`config.mk`:
```
export PLATFORM = sky130hd
export DESIGN_NAME = serial_adder
export DESIGN_NICKNAME = d
export VERILOG_FILES = /design/src/rtl/serial_adder_pkg.sv /design/src/rtl/full_adder.sv /design/src/rtl/serial_adder.sv
export SDC_FILE = /design/constraint.sdc
export NUM_CORES = 1
export LEC_CHECK = 0
export BUFFER_PORTS_ARGS = -buffer_cell sky130_fd_sc_hd__buf_4
export CORE_MARGIN = 2
export CORE_UTILIZATION = 57
export CTS_BUF_LIST = sky130_fd_sc_hd__clkbuf_8
export DETAILED_ROUTE_END_ITERATION = 6
export PLACE_DENSITY = 0.79
export SLEW_MARGIN = 20
export SYNTH_ARGS = -nofsm -noshare
export SYNTH_HDL_FRONTEND = slang
export SYNTH_SLANG_ARGS = --single-unit
```
`constraint.sdc`:
```
create_clock -name clk -period 1.85 [get_ports clk]
set_clock_uncertainty 0.05 [all_clocks]
set_input_delay 0.2775 -clock clk [delete_from_list [all_inputs] [get_ports clk]]
set_output_delay 0.2775 -clock clk [all_outputs]
set_load 0.03 [all_outputs]
```
`src/rtl/serial_adder_pkg.sv`:
```
// Shared types and constants for the bit-serial adder.
package serial_adder_pkg;

    typedef enum logic {
        IDLE,
        RUN
    } state_t;

    localparam int SA_WIDTH_DEF = 8;

    function automatic int clog2(input int value);
        int r;
        int v;
        r = 0;
        v = value - 1;
        while (v > 0) begin
            r = r + 1;
            v = v >> 1;
        end
        if (r < 1) r = 1;
        return r;
    endfunction

endpackage

```
`src/rtl/full_adder.sv`:
```
// One-bit full adder used as the serial bit slice.
module full_adder (
    input  logic a,
    input  logic b,
    input  logic cin,
    output logic sum,
    output logic cout
);

    assign sum  = a ^ b ^ cin;
    assign cout = (a & b) | (a & cin) | (b & cin);

endmodule

```
`src/rtl/serial_adder.sv`:
```
// Bit-serial adder, LSB first, one bit per clock through a single slice.
// Define SERIAL_ADDER_OVF_EN to add the signed-overflow output Ovf.
module serial_adder
    import serial_adder_pkg::*;
#(
    parameter int WIDTH = SA_WIDTH_DEF
) (
    input  logic             clk,
    input  logic             rst,
    input  logic             start,
    input  logic [WIDTH-1:0] A,
    input  logic [WIDTH-1:0] B,
    input  logic             Cin,
    output logic             busy,
    output logic             done,
    output logic [WIDTH-1:0] Sum,
    output logic             Cout
`ifdef SERIAL_ADDER_OVF_EN
    ,
    output logic             Ovf
`endif
);

    localparam int CW = clog2(WIDTH);
    localparam logic [CW-1:0] LAST = CW'(WIDTH - 1);

    state_t state, state_nx;

    logic [WIDTH-1:0] shift_a;
    logic [WIDTH-1:0] shift_b;
    logic [WIDTH-2:0] res;
    logic [WIDTH-1:0] res_full;
    logic [CW-1:0]    cnt;
    logic             carry;
    logic             slice_sum;
    logic             slice_cout;
    logic             load;
    logic             step;
    logic             last;

    full_adder u_slice (
        .a    (shift_a[0]),
        .b    (shift_b[0]),
        .cin  (carry),
        .sum  (slice_sum),
        .cout (slice_cout)
    );

    // Newest bit enters at the MSB; the oldest WIDTH-1 bits sit in res.
    assign res_full = {slice_sum, res};
    assign busy     = (state == RUN);

    always_comb begin
        state_nx = state;
        load     = 1'b0;
        step     = 1'b0;
        last     = 1'b0;
        unique case (state)
            IDLE: begin
                if (start) begin
                    load     = 1'b1;
                    state_nx = RUN;
                end
            end
            RUN: begin
                step = 1'b1;
                if (cnt == LAST) begin
                    last     = 1'b1;
                    state_nx = IDLE;
                end
            end
        endcase
    end

    always_ff @(posedge clk or posedge rst) begin
        if (rst) begin
            state <= IDLE;
        end else begin
            state <= state_nx;
        end
    end

    always_ff @(posedge clk or posedge rst) begin
        if (rst) begin
            shift_a <= '0;
            shift_b <= '0;
            res     <= '0;
            cnt     <= '0;
            carry   <= 1'b0;
            done    <= 1'b0;
            Sum     <= '0;
            Cout    <= 1'b0;
        end else begin
            done <= 1'b0;
            if (load) begin
                shift_a <= A;
                shift_b <= B;
                carry   <= Cin;
                cnt     <= '0;
            end
            if (step) begin
                shift_a <= shift_a >> 1;
                shift_b <= shift_b >> 1;
                res     <= res_full[WIDTH-1:1];
                carry   <= slice_cout;
                cnt     <= cnt + 1'b1;
            end
            if (last) begin
                Sum  <= res_full;
                Cout <= slice_cout;
                done <= 1'b1;
            end
        end
    end

`ifdef SERIAL_ADDER_OVF_EN
    logic sign_a;
    logic sign_b;

    always_ff @(posedge clk or posedge rst) begin
        if (rst) begin
            sign_a <= 1'b0;
            sign_b <= 1'b0;
            Ovf    <= 1'b0;
        end else begin
            if (load) begin
                sign_a <= A[WIDTH-1];
                sign_b <= B[WIDTH-1];
            end
            if (last) begin
                Ovf <= (sign_a == sign_b) && (slice_sum != sign_a);
            end
        end
    end
`endif

endmodule

```
After elaboration in Yosys (flattened, before gate mapping)
Index checks and enable logic that the tools add are counted.

word-level totals
  bits in registers = 38
  output and inout port bits = 11
  input port bits = 20
  word-level logic and storage cells = 36

cells by class
  reduce and logical (&&, ||, !) cells = 1
  bitwise gates (word level) = 8
  multiplexer cells = 16
  add/subtract/negate cells = 1
  equality and inequality tests = 1

operator list
  operator             count
  $mux 8               4
  $mux 1               9
  $mux 3               2
  $add 3x1->3 const B  1
  $and 1x1->1          3
  $eq 3x3->1 const B   1
  $or 1x1->1           2
  $pmux 1 s2           1
  $reduce_bool 2->1    1
  $xor 1x1->1          2
  $not 1->1            1

Depth between registers and ports, before layout
Gate-level depths: netlist of the first run.

  word-level depth = 4
  mapped depth = 4

Cells and area by module
A second synthesis of the first run with hierarchy kept.

unflattened totals
  cell total of the unflattened synthesis = 124
  area total of the unflattened synthesis = 1674.1 µm²

modules (own cells, without submodules)
  module        area an instance (µm²)  times used  cells an instance  seq. area each (µm²)
  serial_adder  1654.1                  1           123                950.9
  full_adder    20.0                    1           1                  0.0

Least setup slack after synthesis of the first run
Ideal clock, no wire load.

  path type = flip-flop to flip-flop
  start = register cnt[0]
  end = register Cout
  slack = 0.441 ns
  clock period less this slack = 1.409 ns
  buffers on the path = 0
  required time = 1.675 ns
  stages on the path, launching flop included = 5
  library setup time = 0.125 ns
  data arrival time = 1.234 ns
  cell sequence = dfrtp_1 -> ha_1 -> ha_1 -> nand2_8 -> mux2_4

on the way
  cells in the longest elaborated chain, start to end = 3

ends and longest elaborated chain
  item                      line                 RTL
  start: declaration        serial_adder.sv:33   logic [CW-1:0] cnt;
  start signal: assignment  serial_adder.sv:106  cnt <= cnt + 1'b1;
  $eq 3x3->1                serial_adder.sv:67   if (cnt == LAST) begin
  $mux 1                    serial_adder.sv:67
  $mux 1                    serial_adder.sv:58   unique case (state)
  end signal: assignment    serial_adder.sv:110  Cout <= slice_cout;
  end: declaration          serial_adder.sv:17   output logic Cout

Every way passes these cells.
A chain may end at the register's enable or synchronous reset.

Worst setup path after layout of the first run
  start = register state, in the netlist busy
  end = output port busy

RTL lines
  item                      line                RTL
  start: declaration        serial_adder.sv:27  state_t state, state_nx;
  start signal: assignment  serial_adder.sv:79  state <= state_nx;
  end: declaration          serial_adder.sv:14  output logic busy,

No word-level cell between the ends.

==> flow_metrics.py, run 1 <==
metrics = {
    "detailed_routing": {
        "first_iter_violations": 12,
        "wl_per_cell_um": 13.44,
        "routed_wl_um": 2554,
        "ant_nets": 0,
        "viasPerCell": 5.226,
        "vias": 993,
        "first_pass_iters": 4,
        "drc": 0,
    },
    "cells_and_area": {
        "seq_area_um2": 950.9,
        "nFillCells": 195,
        "multi_input_area_um2": 651.9,
        "final_cell_count_no_fill": 190,
        "syn_to_final_growth_pct": 19.13,
        "drive_gt1_share_pct": 35.85,
        "final_nets": 182,
        "antenna_cells": 0,
    },
    "floorplanning": {
        "fp.dieArea_um2": 3387,
        "rows": 19,
        "ioPinCount": 31,
        "die_w_um": 58.20,
        "initial_utilization_pct": 60.19,
        "design.core.area_um2": 2781,
        "die_h_um": 58.20,
    },
    "power_and_ir_drop": {
        "finalPower_uw": 3264,
        "p_comb_share_pct": 41.3,
        "pwr-share-clk_pct": 15.2,
        "power_density_nw_per_um2": 1636,
        "switching_power_uw": 1128,
        "p_int_uw": 2136,
        "pwr-share-seq_pct": 43.5,
        "p_leak_uw": 0.001053,
        "vdd_drop_max_mv": 1.288,
        "sw_frac_of_total_pct": 34.55,
    },
    "worst_setup_path": {
        "cp-end-kind": "output port",
        "critPathKind": "register to output port",
        "cp.arrival_ns": 1.25,
        "path_max_fanout": 22,
        "startpoint_type": "register",
        "cp.required_ns": 1.52,
    },
    "synthesis": {
        "yosys.area_share.xor_xnor_pct": 0,
        "synth_cell_type_count": 16,
        "synth_edf_count": 0,
        "yosys_warnings": 0,
        "syn_avg_cell_area_um2": 13.50,
        "synth_top_family_by_area": "multiplexers",
        "synth.area.top_cells": "dfrtp_1 (57%), mux2_4 (12%), mux2i_1 (11%)",
        "synth_cells": 124,
        "yosysSeqAreaShare_pct": 56.80,
        "synthDominantCellAreaShare_pct": 56.80,
        "ys_async_sr_fraction_pct": 100.0,
        "synthTopCellsByCount": "dfrtp_1 (38), mux2i_1 (18), nand2_1 (16), o21ai_0 (16), mux2_4 (13)",
        "synth_adder_area_share_pct": 2.691,
        "synth_largest_area_cell": "dfrtp_1",
        "syn_nets": 147,
        "synth_compound_area_share_pct": 5.306,
        "yosysMostFrequentCell": "dfrtp_1",
        "synth.mux.area_fraction_pct": 25.11,
        "ys_ff_latch": 38,
        "yosys.area_share.simple_pct": 5.830,
        "syn_area_um2": 1674,
        "ys.flop_type": "dfrtp_1",
    },
    "outcome": {
        "status": "finished clean",
    },
    "timing": {
        "min_period_over_period_pct": 85.15,
        "setup_tns_ns": 0,
        "rsz0062_at_grt": "false",
        "fmax_mhz": 634.8,
        "final-hold-violation-count": 0,
        "slew_headroom_pct": 78.95,
        "period_needed_ns": 1.575,
        "finalSetupViolCount": 0,
        "tightest_slew_ns": 0.3158,
        "slew_viol_final": 0,
    },
    "global_routing": {
        "grt_first_pass_wirelength_um": 4471,
        "grt_max_degree": 25,
        "grt.overflow.total": 0,
        "grt_pass1_vias": 1053,
        "grt_usage_pct": 17.32,
        "grt_antenna_before_repair": 0,
    },
    "clock_network": {
        "clock_sinks": 38,
        "cts.clk_slew.worst_paths_ns": 0.07,
        "cts_buffers": 5,
        "postCtsResizedCells": 0,
        "worstSkewPairLatency_ns": 0.28,
        "cts_setup_buffers": 0,
        "cts_max_path_buffers": 2,
        "root_buffer": "clkbuf_8",
        "cts_tree": "yes",
        "htree_num_levels": 2,
    },
    "placement": {
        "port_buffers": 30,
        "gp_congestion": 0.6532,
        "dp_hpwl_um": 1867,
        "dpl.cell_count": 182,
    },
    "job": {
        "maxCapViolations": 0,
    },
    "hold_path": {
        "worstHoldPathType": "input port to register",
    },
}
[routing by layer]
layer / up-vias / GRT usage [%] / routed length [um]
met4: 0 / 3.987 / 12
met2: 21 / 31.17 / 1384
met3: 3 / 4.911 / 106
li1: 488 / - / -
met5: - / 0 / 0
met1: 481 / 20.47 / 1051
[state kept, by name, indices dropped and copies added, names as in the netlist]
signal	count
shift_a	8
res	7
cnt	3
Cout	1
carry	1
done	1
shift_b	8
Sum	8
busy	1
[critical path, stage by stage, from the launching register on]
cell and delay (ns):
dfrtp_1 0.46, buf_4 0.30, buf_4 0.21
[final cells by class]
| cell class | count | share of cell area [%] |
|---|---|---|
| clock inverter | 2 | 0.3764 |
| multi-input combinational | 76 | 32.69 |
| timing repair buffer | 35 | 13.30 |
| inverter | 3 | 0.5646 |
| tap | 31 | 1.945 |
| sequential | 38 | 47.68 |
| clock buffer | 5 | 3.450 |
[path summary, 6_finish.rpt]
kind / slack (ns) / depth (start not counted) / end / start
max: 0.27 / 2 / busy / busy
min: 0.22 / 3 / shift_a[7] / A[7]
max reg2reg: 0.38 / 4 / Cout / cnt[0]
min reg2reg: 0.43 / 2 / shift_a[3] / shift_a[4]
max in group asynchronous: 0.92 / 4 / Sum[5] / rst
min in group asynchronous: 0.56 / 4 / shift_b[6] / rst
[power by group through the flow]
stage               sequential (uW)  combinational (uW)  clock (uW)
global route                   1460                1490         541
finish                         1420                1350         497
global placement               1410                1320           0
floorplan                      1580                 888           0
CTS                            1430                1380         514
detailed placement             1440                1370           0
[cells by family after synthesis]
kind of cell,after synthesis
AND/OR/NAND/NOR,21
multiplexers,35
AO/OA/AOI/OAI,17
adder cells (fa/ha/maj),3
flip-flops,38
buffers and inverters,10
[stage by stage]
| step | hold slack, ns | worst slack, ns | instance area, um2 | utilization, % |
|---|---|---|---|---|
| floorplan | 0.3838 | 0.4414 | 1674 | - |
| global placement | 0.2653 | 0.4188 | 1908 | 68.60 |
| detailed placement | 0.2651 | 0.3737 | 1908 | 68.60 |
| CTS | 0.2081 | 0.2621 | 1994 | 71.70 |
| global route | 0.2469 | 0.2211 | 1994 | 71.70 |
| finish | 0.2197 | 0.2748 | 1994 | 71.70 |
[cells in the final DEF (no fill, tap or decap), types with 2 or more instances in the layout]
cell type / netlist / layout
o21ai_0: 16 / 16
mux2i_1: 18 / 18
nand2_1: 16 / 16
buf_4: 0 / 34
mux2_2: 4 / 4
inv_1: 3 / 5
dfrtp_1: 38 / 38
clkbuf_8: 0 / 5
nor2_1: 3 / 3
mux2_4: 13 / 13
ha_1: 2 / 2
[timing repair]
action	4_1_cts	5_1_grt
hold buffers	1	0
hold endpoints to repair	14	0
setup endpoints to repair	0	0
Note: power is estimated with default switching activity, not from simulation.
==> run 2: changes to the inputs <==
CORE_UTILIZATION = 40   (was 57)
MAX_ROUTING_LAYER = met4   (was unset)
PLACE_DENSITY = 0.58   (was 0.79)
==> run 2 against run 1 <==
Effect of this change:
- first-iteration DRC count rose to 4.4 times the previous value
- clock power up 14%
- via count up 0.70%
- cell area up 1.7%
- global-route usage down 2.8 points
- sequential share of layout area down 0.79 points
- clock-buffer cell count up 1
==> flow_metrics.py, run 2 (synthesis results as in run 1) <==
metrics = {
    "power_and_ir_drop": {
        "power_density_nw_per_um2": 1678,
        "vdd_drop_max_mv": 0.6455,
        "p_leak_uw": 0.001056,
    },
    "clock_network": {
        "cts_tree": "yes",
        "postCtsResizedCells": 0,
        "cts_max_path_buffers": 2,
        "cts_buffers": 5,
        "worstSkewPairLatency_ns": 0.28,
        "htree_num_levels": 2,
        "postCtsHoldBufs": 0,
        "cts_setup_buffers": 0,
        "root_buffer": "clkbuf_8",
        "clock_sinks": 38,
        "cts.clk_slew.worst_paths_ns": 0.07,
    },
    "detailed_routing": {
        "drc": 0,
        "vias": 1000,
        "first_pass_iters": 3,
        "viasPerCell": 4.808,
        "ant_nets": 0,
        "first_iter_violations": 53,
        "routed_wl_um": 2841,
        "wl_per_cell_um": 13.66,
    },
    "outcome": {
        "status": "finished clean",
    },
    "worst_setup_path": {
        "crit_top_cell": "buf_4",
        "worstPathCellList": "buf_4 -> buf_4",
        "max_stage_delay_ns": 0.65,
        "path_delay_family": "flip-flops",
        "path_max_fanout": 10,
        "critPathKind": "register to output port",
        "cp.arrival_ns": 1.38,
        "startpoint_type": "register",
        "cp-end-kind": "output port",
        "slowest_stage": "dfrtp_1",
        "crit_buf_inv": 2,
        "cp.required_ns": 1.52,
    },
    "hold_path": {
        "worstHoldPathType": "input port to async pin",
    },
    "floorplanning": {
        "rows": 23,
        "initial_utilization_pct": 41.85,
        "die_w_um": 68.70,
        "design.core.area_um2": 4000,
        "ioPinCount": 31,
        "fp.dieArea_um2": 4719,
        "die_h_um": 68.70,
    },
    "cells_and_area": {
        "postLayoutCoreUtil_pct": 50.70,
        "syn_to_final_growth_pct": 21.15,
        "final_common_cell": "dfrtp_1",
        "final_cell_mix": "dfrtp_1 (38), buf_4 (32), mux2i_1 (18)",
        "antenna_cells": 0,
        "final_area_um2": 2028,
        "final_nets": 180,
        "drive_gt1_share_pct": 36.71,
        "largestRegisters": "Sum x8, shift_a x8, shift_b x8",
    },
    "timing": {
        "rsz0062_at_grt": "false",
        "period_needed_ns": 1.705,
        "final-hold-violation-count": 0,
        "setup_tns_ns": 0,
        "slew_headroom_pct": 67.04,
        "finalSetupViolCount": 0,
        "min_period_over_period_pct": 92.17,
        "tightest_slew_ns": 0.4943,
        "slew_viol_final": 0,
        "fmax_mhz": 586.4,
    },
    "global_routing": {
        "grt_antenna_before_repair": 0,
        "grt_max_degree": 39,
        "grt_usage_pct": 14.49,
        "grt_pass1_vias": 1072,
        "grt_first_pass_wirelength_um": 4767,
        "grt.overflow.total": 0,
    },
    "placement": {
        "gp_congestion": 0.7123,
        "placed_area_um2": 1937,
        "dp_hpwl_um": 1985,
        "port_buffers": 30,
    },
    "job": {
        "maxCapViolations": 0,
    },
}
run 2: worst min-delay path: cells and delay by family:
kind	cells	cell delay, ns
buffers and inverters	3	0.57
run 2: final timing paths:
kind,from,to,slack [ns],depth (start not counted)
setup / recovery,busy,busy,0.14,2
hold / removal,rst,Sum[4],0.06,3
setup reg to reg,cnt[0],Cout,0.36,4
hold reg to reg,shift_b[1],shift_b[0],0.44,2
max in group asynchronous,rst,shift_a[4],1.35,3
min in group clk,A[7],shift_a[7],0.18,3
run 2: where the power goes:
group          total, uW  switching, uW  leakage (uW)  internal, uW
Sequential          1460            266      0.000487          1190
Combinational       1380            649      0.000516           728
Clock                569            274     0.0000524           295
Total               3400           1190       0.00106          2210
run 2: cell type report:
type | count | area [um2]
inverter | 3 | 11.26
sequential | 38 | 950.9
clock buffer | 6 | 82.58
timing repair buffer | 33 | 260.3
tap | 50 | 62.56
fill | 335 | 1972
multi-input combinational | 76 | 651.9
clock inverter | 2 | 8.758
run 2: per-layer routing:
layer,track usage [%],vias to the layer above,routed length [um]
met3,4.058,6,127
met1,16.16,483,1261
li1,-,487,-
met2,23.92,24,1411
met4,7.108,0,41
met5,-,-,0
run 2: per-stage QoR:
step	power [uW]	hold WS (ns)	setup slack [ns]	instances
6_report	3402	0.06359	0.1448	208
5_1_grt	3647	0.1135	0.07393	208
4_1_cts	3451	0.07983	0.1283	208
3_3_place_gp	2783	0.3677	0.4120	200
3_5_place_dp	2874	0.3890	0.3682	200
2_1_floorplan	2464	0.3838	0.4414	124
==> run 3: changes to the inputs <==
ABC_AREA = 1   (was unset)
==> run 3 against run 2 <==
Effect of this change:
- global-route usage increased by 2.0 points
- final cell count increased by 21%
- combinational power decreased by 16%
- non-clock buffer count unchanged
- area after synthesis decreased by 2.2%
- worst setup slack got worse by 0.0081 ns
- sequential cell count unchanged
- fmax decreased by 0.47%
- synthesized cell count increased by 39%
- core utilization decreased by 1.8 points
==> flow_metrics.py, run 3 <==
metrics = {
    "detailed_routing": {
        "routed.top_layer": "met4",
        "wl_per_cell_um": 11.66,
        "wl_met3_um": 159,
        "first_pass_iters": 4,
        "viasPerCell": 4.770,
        "drc": 0,
        "drt-met1-wl_um": 1243,
        "routed_wl_um": 2938,
        "vias": 1202,
        "first_iter_violations": 60,
        "ant_nets": 0,
        "wl_met2_um": 1485,
    },
    "placement": {
        "port_buffers": 30,
        "placed_area_um2": 1863,
        "dp_hpwl_um": 2037,
        "gp_congestion": 0.7539,
    },
    "synthesis": {
        "synth_cell_type_count": 16,
        "yosys.area_share.xor_xnor_pct": 0,
        "synth_cells": 172,
        "synth_top_family_by_area": "simple AND/OR/NAND/NOR gates",
        "synthTopCellsByCount": "nand2_1 (61), dfrtp_1 (38), nand3_1 (32)",
        "synth.mux.area_fraction_pct": 0,
        "yosys_warnings": 0,
        "ys_ff_latch": 38,
        "synthDominantCellAreaShare_pct": 58.10,
        "syn_avg_cell_area_um2": 9.515,
        "ys_async_sr_fraction_pct": 100.0,
        "yosysMostFrequentCell": "nand2_1",
        "synth_edf_count": 0,
        "yosysSeqAreaShare_pct": 58.10,
        "yosys.area_share.simple_pct": 25.38,
        "ys.flop_type": "dfrtp_1",
        "syn_area_um2": 1637,
        "synth_adder_area_share_pct": 2.752,
        "synth_largest_area_cell": "dfrtp_1",
        "synth.area.top_cells": "dfrtp_1 (58%), nand2_1 (14%), nand3_1 (9.8%)",
        "syn_nets": 195,
        "synth_compound_area_share_pct": 6.193,
    },
    "clock_network": {
        "cts_tree": "yes",
        "postCtsHoldBufs": 0,
        "htree_num_levels": 2,
        "worstSkewPairLatency_ns": 0.28,
        "clock_sinks": 38,
        "postCtsResizedCells": 0,
        "cts_max_path_buffers": 2,
        "cts_buffers": 5,
        "cts.clk_slew.worst_paths_ns": 0.07,
        "root_buffer": "clkbuf_8",
        "cts_setup_buffers": 0,
    },
    "cells_and_area": {
        "drive_gt1_share_pct": 24.75,
        "largestRegisters": "Sum x8, shift_a x8, shift_b x8",
        "syn_to_final_growth_pct": 18.65,
        "final_common_cell": "nand2_1",
        "postLayoutCoreUtil_pct": 48.90,
        "final_nets": 225,
        "final_area_um2": 1942,
        "antenna_cells": 0,
        "final_cell_mix": "nand2_1 (61), dfrtp_1 (38), buf_4 (33)",
    },
    "worst_setup_path": {
        "cp-end-kind": "output port",
        "path_max_fanout": 14,
        "worstPathCellList": "buf_4 -> buf_4",
        "crit_top_cell": "buf_4",
        "cp.arrival_ns": 1.39,
        "max_stage_delay_ns": 0.66,
        "startpoint_type": "register",
        "r2r_slack_ns": 0.44,
        "r2r-start": "cnt[0]",
        "crit_buf_inv": 2,
        "cp.required_ns": 1.52,
        "reg2regPathDepth": 6,
        "r2r_end": "Sum[7]",
        "path_delay_family": "flip-flops",
        "slowest_stage": "dfrtp_1",
        "critPathKind": "register to output port",
    },
    "power_and_ir_drop": {
        "p_leak_uw": 0.001004,
        "power_density_nw_per_um2": 1576,
        "vdd_drop_max_mv": 0.5803,
    },
    "timing": {
        "rsz0062_at_grt": "false",
        "setup_tns_ns": 0,
        "fmax_mhz": 583.7,
        "final-hold-violation-count": 0,
        "slew_viol_final": 0,
        "slew_headroom_pct": 66.65,
        "period_needed_ns": 1.713,
        "tightest_slew_ns": 0.5003,
        "finalSetupViolCount": 0,
        "min_period_over_period_pct": 92.61,
    },
    "outcome": {
        "status": "finished clean",
    },
    "global_routing": {
        "grt_max_degree": 39,
        "grt.overflow.total": 0,
        "grt_antenna_before_repair": 0,
        "grt_usage_pct": 16.45,
        "grt_pass1_vias": 1238,
        "grt_first_pass_wirelength_um": 5416,
    },
    "floorplanning": {
        "rows": 23,
        "design.core.area_um2": 3971,
        "die_w_um": 67.97,
        "fp.dieArea_um2": 4619,
        "initial_utilization_pct": 41.21,
        "die_h_um": 67.97,
        "ioPinCount": 31,
    },
    "hold_path": {
        "worstHoldPathType": "input port to async pin",
    },
    "job": {
        "maxCapViolations": 0,
    },
}
==> run 3: cell count changes after synthesis, sizes merged, moves of 4 or more <==
cell and delta:
buf +4, inv +7, mux2 -17, nand2 +45, nand3 +32, mux2i -18
==> run 3: metal layers <==
metal	vias to the layer above	GRT usage (%)
met2	27	28.03
met4	0	6.750
met1	558	17.55
met5	-	-
li1	611	-
met3	6	5.428
==> run 3: kinds of logic after synthesis <==
| logic type | Yosys count |
|---|---|
| and+or+nand+nor | 96 |
| DFF | 38 |
| buffers and inverters | 20 |
| AOI/OAI and AO/OA | 15 |
| adders and majority gates | 3 |
==> run 3: worst max-delay path by stage <==
stage,startpoint,to,slack [ns],cells after the start
final,busy,busy,0.14,2
after global routing,busy,busy,0.02,2
after CTS,busy,busy,0.10,2
after detailed placement,cnt[0],Sum[7],0.43,6
after global placement,cnt[0],Cout,0.43,6
after floorplan,cnt[0],Sum[0],0.60,6
==> run 3: final cells by class <==
| class | instances | area, um2 |
|---|---|---|
| clock inverter | 2 | 10.01 |
| sequential | 38 | 950.9 |
| multi-input combinational | 114 | 561.8 |
| clock buffer | 5 | 68.82 |
| timing repair buffer | 33 | 247.7 |
| inverter | 10 | 40.04 |
| tap | 50 | 62.56 |
| fill | 386 | 2029 |
==> run 3: worst min-delay path: cells and delay by family <==
family	cells	cell delay (ns)
buffers and inverters	3	0.55
==> run 3: metrics by stage <==
step	total power [uW]	std cells	hold WS, ns	setup slack (ns)
floorplan	2276	172	0.3728	0.5952
global placement	2537	245	0.3695	0.4320
detailed placement	2585	245	0.3773	0.4296
CTS	3125	252	0.06629	0.1045
global route	3365	252	0.08073	0.02374
finish	3061	252	0.05324	0.1367
==> run 3: power by group <==
| part | internal (uW) | leakage (uW) | switching, uW |
|---|---|---|---|
| combinational | 444 | 0.000467 | 716 |
| clock | 253 | 0.0000438 | 271 |
| sequential | 1160 | 0.000494 | 215 |
